<file path="config.mk">
export PLATFORM = sky130hd
export DESIGN_NAME = apb_to_ahbl_flat
export DESIGN_NICKNAME = d
export VERILOG_FILES = /design/src/rtl/apb_to_ahbl_if.sv /design/src/rtl/apb_to_ahbl.sv /design/src/flat_wrapper.sv
export SDC_FILE = /design/constraint.sdc
export NUM_CORES = 1
export LEC_CHECK = 0
export ABC_AREA = 1
export CAP_MARGIN = 25
export CORE_MARGIN = 2
export CORE_UTILIZATION = 41
export DETAILED_ROUTE_END_ITERATION = 12
export GPL_TIMING_DRIVEN = 1
export MAX_ROUTING_LAYER = met4
export PLACE_DENSITY = 0.93
export SLEW_MARGIN = 0
export SYNTH_ARGS = -nofsm -noshare
export SYNTH_HDL_FRONTEND = slang
export SYNTH_SLANG_ARGS = --single-unit
</file>
<file path="constraint.sdc">
create_clock -name clk -period 1.6 [get_ports clk]
set_input_delay 0.16 -clock clk [delete_from_list [all_inputs] [get_ports clk]]
set_output_delay 0.16 -clock clk [all_outputs]
set_load 0.02 [all_outputs]
</file>
<file path="src/rtl/apb_to_ahbl_if.sv">
// APB and AHB-Lite bus bundles used by the APB-to-AHB-Lite bridge.
// Latency: none (pure signal grouping).
// Backpressure: apb pready stretches the APB access phase; ahbl hready stalls AHB phases.
// Ports: apb_if carries psel/penable/pwrite/paddr/pwdata out of the master and
//        prdata/pready/pslverr back; ahbl_if carries haddr/hwrite/htrans/hsize/
//        hburst/hprot/hmastlock/hwdata out of the master and hready/hresp/hrdata back.

interface apb_if #(
  parameter int W_ADDR = 16,
  parameter int W_DATA = 32
);
  logic              psel;
  logic              penable;
  logic              pwrite;
  logic [W_ADDR-1:0] paddr;
  logic [W_DATA-1:0] pwdata;
  logic [W_DATA-1:0] prdata;
  logic              pready;
  logic              pslverr;

  modport master (
    output psel, penable, pwrite, paddr, pwdata,
    input  prdata, pready, pslverr
  );

  modport slave (
    input  psel, penable, pwrite, paddr, pwdata,
    output prdata, pready, pslverr
  );
endinterface

interface ahbl_if #(
  parameter int W_ADDR = 32,
  parameter int W_DATA = 32
);
  logic [W_ADDR-1:0] haddr;
  logic              hwrite;
  logic [1:0]        htrans;
  logic [2:0]        hsize;
  logic [2:0]        hburst;
  logic [3:0]        hprot;
  logic              hmastlock;
  logic [W_DATA-1:0] hwdata;
  logic              hready;
  logic              hresp;
  logic [W_DATA-1:0] hrdata;

  modport master (
    output haddr, hwrite, htrans, hsize, hburst, hprot, hmastlock, hwdata,
    input  hready, hresp, hrdata
  );

  modport slave (
    input  haddr, hwrite, htrans, hsize, hburst, hprot, hmastlock, hwdata,
    output hready, hresp, hrdata
  );
endinterface

</file>
<file path="src/rtl/apb_to_ahbl.sv">
// APB completer turning each APB transfer into one AHB-Lite single NONSEQ word transfer.
// Latency: 4 cycles setup-to-pready with zero AHB waits; +1 per AHB wait state, +1 for an error.
// Backpressure: pready is held low until the AHB data phase completes (hready stalls both phases).
// Ports: clk, rst (synchronous, active-high); apbs = APB completer side (apb_if.slave);
//        ahblm = AHB-Lite manager side (ahbl_if.master).
// Build option: define APB_TO_AHBL_PSLVERR_EN to report AHB errors on pslverr;
//        otherwise pslverr is tied low and errored transfers complete as successes.

module apb_to_ahbl #(
  parameter int                   W_PADDR    = 16,
  parameter int                   W_HADDR    = 32,
  parameter int                   W_DATA     = 32,
  parameter logic [W_HADDR-1:0]   HADDR_BASE = '0
) (
  input  logic   clk,
  input  logic   rst,
  apb_if.slave   apbs,
  ahbl_if.master ahblm
);

  localparam logic [1:0] HTRANS_IDLE   = 2'b00;
  localparam logic [1:0] HTRANS_NONSEQ = 2'b10;

  typedef enum logic [1:0] {
    S_IDLE = 2'd0,
    S_APH  = 2'd1,
    S_DPH  = 2'd2,
    S_RESP = 2'd3
  } state_t;

  state_t              state_q;
  state_t              state_d;
  logic [W_PADDR-1:0]  addr_q;
  logic                write_q;
  logic [W_DATA-1:0]   wdata_q;
  logic [W_DATA-1:0]   rdata_q;
  logic [1:0]          htrans_q;
  logic                capture;
  logic                complete;
  logic                load_rdata;

  // Next state. Setup phases outside S_IDLE are ignored, and a dropped psel
  // does not abort: the AHB transfer and the pready pulse always run out.
  always_comb begin
    state_d  = state_q;
    capture  = 1'b0;
    complete = 1'b0;
    case (state_q)
      S_IDLE: begin
        if (apbs.psel && !apbs.penable) begin
          capture = 1'b1;
          state_d = S_APH;
        end
      end
      S_APH: begin
        if (ahblm.hready) state_d = S_DPH;
      end
      S_DPH: begin
        if (ahblm.hready) begin
          complete = 1'b1;
          state_d  = S_RESP;
        end
      end
      S_RESP:  state_d = S_IDLE;
      default: state_d = S_IDLE;
    endcase
  end

`ifdef APB_TO_AHBL_PSLVERR_EN
  logic err_q;
  // An errored read must not disturb the last good read data.
  assign load_rdata = complete && !write_q && !ahblm.hresp;

  always_ff @(posedge clk) begin
    if (rst) begin
      err_q <= 1'b0;
    end else if (complete) begin
      err_q <= ahblm.hresp;
    end
  end

  assign apbs.pslverr = (state_q == S_RESP) && err_q;
`else
  logic unused_hresp;
  // Errors are invisible here, so every completed read is treated as good.
  assign load_rdata   = complete && !write_q;
  assign unused_hresp = ahblm.hresp;
  assign apbs.pslverr = 1'b0;
`endif

  always_ff @(posedge clk) begin
    if (rst) begin
      state_q  <= S_IDLE;
      htrans_q <= HTRANS_IDLE;
      addr_q   <= '0;
      write_q  <= 1'b0;
      wdata_q  <= '0;
      rdata_q  <= '0;
    end else begin
      state_q <= state_d;
      // NONSEQ exactly while the address phase is open (held through hready stalls).
      htrans_q <= (state_d == S_APH) ? HTRANS_NONSEQ : HTRANS_IDLE;
      if (capture) begin
        addr_q  <= apbs.paddr;
        write_q <= apbs.pwrite;
        wdata_q <= apbs.pwdata;
      end
      if (load_rdata) begin
        rdata_q <= ahblm.hrdata;
      end
    end
  end

  assign ahblm.haddr     = HADDR_BASE | W_HADDR'(addr_q);
  assign ahblm.hwrite    = write_q;
  assign ahblm.htrans    = htrans_q;
  assign ahblm.hsize     = 3'b010;
  assign ahblm.hburst    = 3'b000;
  assign ahblm.hprot     = 4'b0011;
  assign ahblm.hmastlock = 1'b0;
  assign ahblm.hwdata    = wdata_q;

  assign apbs.prdata = rdata_q;
  assign apbs.pready = (state_q == S_RESP);

endmodule

</file>
<file path="src/flat_wrapper.sv">
// flat-port wrapper written by rule: the top's interface ports become plain ports
module apb_to_ahbl_flat 
#(
  parameter int                   W_PADDR    = 16,
  parameter int                   W_HADDR    = 32,
  parameter int                   W_DATA     = 32,
  parameter logic [W_HADDR-1:0]   HADDR_BASE = '0
)
  (clk, rst, apbs_psel, apbs_penable, apbs_pwrite, apbs_paddr, apbs_pwdata, apbs_prdata, apbs_pready, apbs_pslverr, ahblm_haddr, ahblm_hwrite, ahblm_htrans, ahblm_hsize, ahblm_hburst, ahblm_hprot, ahblm_hmastlock, ahblm_hwdata, ahblm_hready, ahblm_hresp, ahblm_hrdata);
  apb_if #(.W_ADDR(16), .W_DATA(W_DATA)) apbs_i ();
  ahbl_if #(.W_ADDR(32), .W_DATA(W_DATA)) ahblm_i ();
  input  logic clk;
  input  logic rst;
  input wire logic [$bits(apbs_i.psel)-1:0] apbs_psel;
  input wire logic [$bits(apbs_i.penable)-1:0] apbs_penable;
  input wire logic [$bits(apbs_i.pwrite)-1:0] apbs_pwrite;
  input wire logic [$bits(apbs_i.paddr)-1:0] apbs_paddr;
  input wire logic [$bits(apbs_i.pwdata)-1:0] apbs_pwdata;
  output wire logic [$bits(apbs_i.prdata)-1:0] apbs_prdata;
  output wire logic [$bits(apbs_i.pready)-1:0] apbs_pready;
  output wire logic [$bits(apbs_i.pslverr)-1:0] apbs_pslverr;
  output wire logic [$bits(ahblm_i.haddr)-1:0] ahblm_haddr;
  output wire logic [$bits(ahblm_i.hwrite)-1:0] ahblm_hwrite;
  output wire logic [$bits(ahblm_i.htrans)-1:0] ahblm_htrans;
  output wire logic [$bits(ahblm_i.hsize)-1:0] ahblm_hsize;
  output wire logic [$bits(ahblm_i.hburst)-1:0] ahblm_hburst;
  output wire logic [$bits(ahblm_i.hprot)-1:0] ahblm_hprot;
  output wire logic [$bits(ahblm_i.hmastlock)-1:0] ahblm_hmastlock;
  output wire logic [$bits(ahblm_i.hwdata)-1:0] ahblm_hwdata;
  input wire logic [$bits(ahblm_i.hready)-1:0] ahblm_hready;
  input wire logic [$bits(ahblm_i.hresp)-1:0] ahblm_hresp;
  input wire logic [$bits(ahblm_i.hrdata)-1:0] ahblm_hrdata;
  assign apbs_i.psel = apbs_psel;
  assign apbs_i.penable = apbs_penable;
  assign apbs_i.pwrite = apbs_pwrite;
  assign apbs_i.paddr = apbs_paddr;
  assign apbs_i.pwdata = apbs_pwdata;
  assign apbs_prdata = apbs_i.prdata;
  assign apbs_pready = apbs_i.pready;
  assign apbs_pslverr = apbs_i.pslverr;
  assign ahblm_haddr = ahblm_i.haddr;
  assign ahblm_hwrite = ahblm_i.hwrite;
  assign ahblm_htrans = ahblm_i.htrans;
  assign ahblm_hsize = ahblm_i.hsize;
  assign ahblm_hburst = ahblm_i.hburst;
  assign ahblm_hprot = ahblm_i.hprot;
  assign ahblm_hmastlock = ahblm_i.hmastlock;
  assign ahblm_hwdata = ahblm_i.hwdata;
  assign ahblm_i.hready = ahblm_hready;
  assign ahblm_i.hresp = ahblm_hresp;
  assign ahblm_i.hrdata = ahblm_hrdata;
  apb_to_ahbl #(.W_PADDR(W_PADDR), .W_HADDR(W_HADDR), .W_DATA(W_DATA), .HADDR_BASE(HADDR_BASE)) u_core (.clk(clk), .rst(rst), .apbs(apbs_i), .ahblm(ahblm_i));
endmodule
</file>
==> impl_metrics.env <==
export IMPL_synth_area_per_cell_um2=7.25
export IMPL_ctsHoldBuffers=0
export IMPL_grt_max_degree=49
export IMPL_crit_type="reg -> out"
export IMPL_syn_inst=477
export IMPL_critical_path_top_delay_family="buffers and inverters"
export IMPL_portBuffers=168
export IMPL_cp_end_kind="output port"
export IMPL_nets=721
export IMPL_start_util_pct=42.1
export IMPL_drive_gt1_share_pct=4.69
export IMPL_syn2layout_area_growth_pct=54.6
export IMPL_drtPass1Iterations=4
export IMPL_maxSlewViolCount=0
export IMPL_critPathSlowestCell="clkdlybuf4s50_1"
export IMPL_hpwl_um=6950
export IMPL_place_gp_congestion=0.696
export IMPL_cp_endpoint="ahblm_hwrite"
export IMPL_drc=0
export IMPL_antenna_found_initial=0
export IMPL_synth_seq_cells=84
export IMPL_cts_tree="done"
export IMPL_die_height_um=95.9
export IMPL_grtUsageTotal_pct=20.8
export IMPL_cp_depth=1
export IMPL_reg2reg_from="u_core.state_q[1]"
export IMPL_setup_viol=0
export IMPL_synth_cell_types=19
export IMPL_crit_fanout=4
export IMPL_max_freq_ghz=0.645
export IMPL_yosysMostFrequentCell="nor2_1"
export IMPL_synth_ff_type="dfxtp_1"
export IMPL_yosysSeqAreaShare_pct=48.6
export IMPL_wl_per_cell_um=12.7
export IMPL_pre_cts_slack_ns=0.0248
export IMPL_insertedDiodeCount=0
export IMPL_synth_compound_area_share_pct=7.23
export IMPL_synth_simple_gate_area_share_pct=28.9
export IMPL_cts_max_level=3
export IMPL_drt_wl_total_um=9460
export IMPL_die_w_um=95.9
export IMPL_clk_path_buf_depth=2
export IMPL_postCtsSetupBuffers=0
export IMPL_cp_num_buf_inv=1
export IMPL_setup_ws_ns=0.0489
export IMPL_worstSetupStartpointType="flop"
export IMPL_fp_row_count=33
export IMPL_required_ns=1.44
export IMPL_synth_top_family_by_area="simple AND/OR/NAND/NOR gates"
export IMPL_drv_cap=0
export IMPL_synth_top_area_share_pct=48.6
export IMPL_cts_buffers=9
export IMPL_clock_skew_ns=0.0101
export IMPL_synth_xor_area_share_pct=0
export IMPL_power_leakage_nw=2.24
export IMPL_p_per_area_mw_per_mm2=934
export IMPL_worstPathArrival_ns=1.39
export IMPL_synth_common_cells="nor2_1 (168), dfxtp_1 (84), o21ai_0 (40), inv_1 (37), nand2_1 (37)"
export IMPL_drt_iter0_drc=103
export IMPL_r2r_setup_slack_ns=0.32
export IMPL_finalCritPeriodShare_pct=96.9
export IMPL_drtAntennaViolNets=0
export IMPL_fillers=684
export IMPL_num_vias=3432
export IMPL_core_area_mm2=0.00822
export IMPL_synth_area_leaders="dfxtp_1 (49%), nor2_1 (18%), buf_4 (6.9%), nand4_1 (5.8%), o21ai_0 (5.8%)"
export IMPL_clock_latency_ns=0.34
export IMPL_avgViaCountPerCell=4.61
export IMPL_reg2reg_to="u_core.apbs.prdata[10]"
export IMPL_grt_pass1_vias=3283
export IMPL_vdd_drop_max_v=0.000500
export IMPL_setup_tns_ns=0
export IMPL_synth_top_cell_by_area="dfxtp_1"
export IMPL_critical_path_max_stage_delay_ns=0.64
export IMPL_synth_area_mux_share_pct=0
export IMPL_hold_path_class="in -> reg"
export IMPL_die_area_mm2=0.00919
export IMPL_rsz0062_at_grt="false"
export IMPL_clk_pin_slew_worst_paths_ns=0.08
export IMPL_cts_sinks=84
export IMPL_ios=199
export IMPL_path_cells="clkdlybuf4s50_1"
export IMPL_clockRootBuffer="clkbuf_8"
export IMPL_synth_edf_count=0
export IMPL_syn_area_mm2=0.00346
export IMPL_async_reset_ff_share_pct=0
export IMPL_grt_overflow_total=0
export IMPL_crit_start="u_core.ahblm.hwrite"
export IMPL_reg2reg_depth=6
export IMPL_status="completed"
export IMPL_yosysWarningCount=0
export IMPL_hold_viol=0
export IMPL_min_period_ns=1.55
export IMPL_synthAdderAreaFrac_pct=0
export IMPL_grt_pass1_wl_um=14500
cells in the final DEF, fill, tap and decap left out:
master / netlist / final
dfxtp_1: 84 / 83
buf_12: 0 / 4
clkdlybuf4s50_1: 0 / 167
conb_1: 2 / 29
nor2_2: 2 / 2
nor3_1: 1 / 1
inv_2: 1 / 2
nand4_1: 32 / 32
clkbuf_8: 0 / 10
inv_6: 0 / 1
nand3_1: 1 / 1
o21ai_0: 40 / 40
dlygate4sd2_1: 0 / 1
nand2_1: 37 / 37
o21ai_1: 10 / 10
dfxtp_2: 0 / 1
nand2_2: 1 / 1
inv_1: 37 / 37
buf_4: 32 / 7
clkbuf_1: 11 / 3
bufinv_16: 0 / 2
nor2_1: 168 / 168
timing repair:
| item | CTS | global route |
|---|---|---|
| resized for setup | 1 | 1 |
| endpoints found under the setup margin | 1 | 1 |
| hold endpoints to repair | 0 | 0 |
stage by stage:
step | cells | hold slack [ns] | util (%) | total power [mW] | cell area [µm²]
5_1_grt | 744 | 0.409 | 65.1 | 5.24 | 5350
6_report | 744 | 0.416 | 65.1 | 5.00 | 5350
3_5_place_dp | 728 | 0.472 | 62.4 | 3.39 | 5130
4_1_cts | 744 | 0.401 | 65.1 | 5.04 | 5350
3_3_place_gp | 728 | 0.461 | 62.4 | 3.35 | 5130
2_1_floorplan | 504 | 0.232 | - | 2.90 | 3560
power breakdown:
| group | leakage (nW) | internal, mW | switching (mW) | total [mW] |
|---|---|---|---|---|
| clock network | 0.108 | 0.931 | 0.730 | 1.66 |
| logic | 1.44 | 0.511 | 0.544 | 1.05 |
| registers | 0.687 | 2.21 | 0.0666 | 2.28 |
per-layer routing:
metal	up-vias	global-route usage, %	part of all wire [%]
met5	-	-	0
met4	0	9.29	1.9
met1	1539	20.5	38
li1	1741	-	-
met2	136	37.8	51
met3	16	6.11	9.0
sequential cells by signal (all words and copies together), names as in the netlist:
signal and flops:
u_core.ahblm.hwdata 32, u_core.apbs.prdata 32, u_core.addr_q 16, u_core.state_q 2
u_core.ahblm.htrans 1, u_core.ahblm.hwrite 1
final cells by class:
| class | count | area [µm²] | area share [%] |
|---|---|---|---|
| Tap cell | 105 | 131 | 2.46 |
| Clock inverter | 3 | 68.8 | 1.29 |
| Inverter | 39 | 146 | 2.74 |
| Sequential cell | 84 | 1680 | 31.5 |
| Timing Repair Buffer | 179 | 1810 | 33.9 |
| Clock buffer | 13 | 149 | 2.78 |
| Multi-Input combinational cell | 321 | 1360 | 25.4 |
logic make-up after synthesis:
kind of cell / after synthesis
buffers and inverters: 99
DFF: 84
other: 2
and+or+nand+nor: 242
AOI/OAI and AO/OA: 50
how the worst min path moves through the flow:
stage                           startpoint                       to  slack (ns)  depth (start not counted)
CTS                        apbs_pwdata[23]  u_core.ahblm.hwdata[23]        0.40                          3
detailed placement       u_core.addr_q[12]        u_core.addr_q[12]        0.47                          2
global placement    u_core.ahblm.hwdata[5]   u_core.ahblm.hwdata[5]        0.46                          2
finish                     apbs_pwdata[23]  u_core.ahblm.hwdata[23]        0.42                          3
floorplan                              rst        u_core.state_q[1]        0.23                          1
global route               apbs_pwdata[27]  u_core.ahblm.hwdata[27]        0.41                          3
Power figures use the tool's default switching activity.
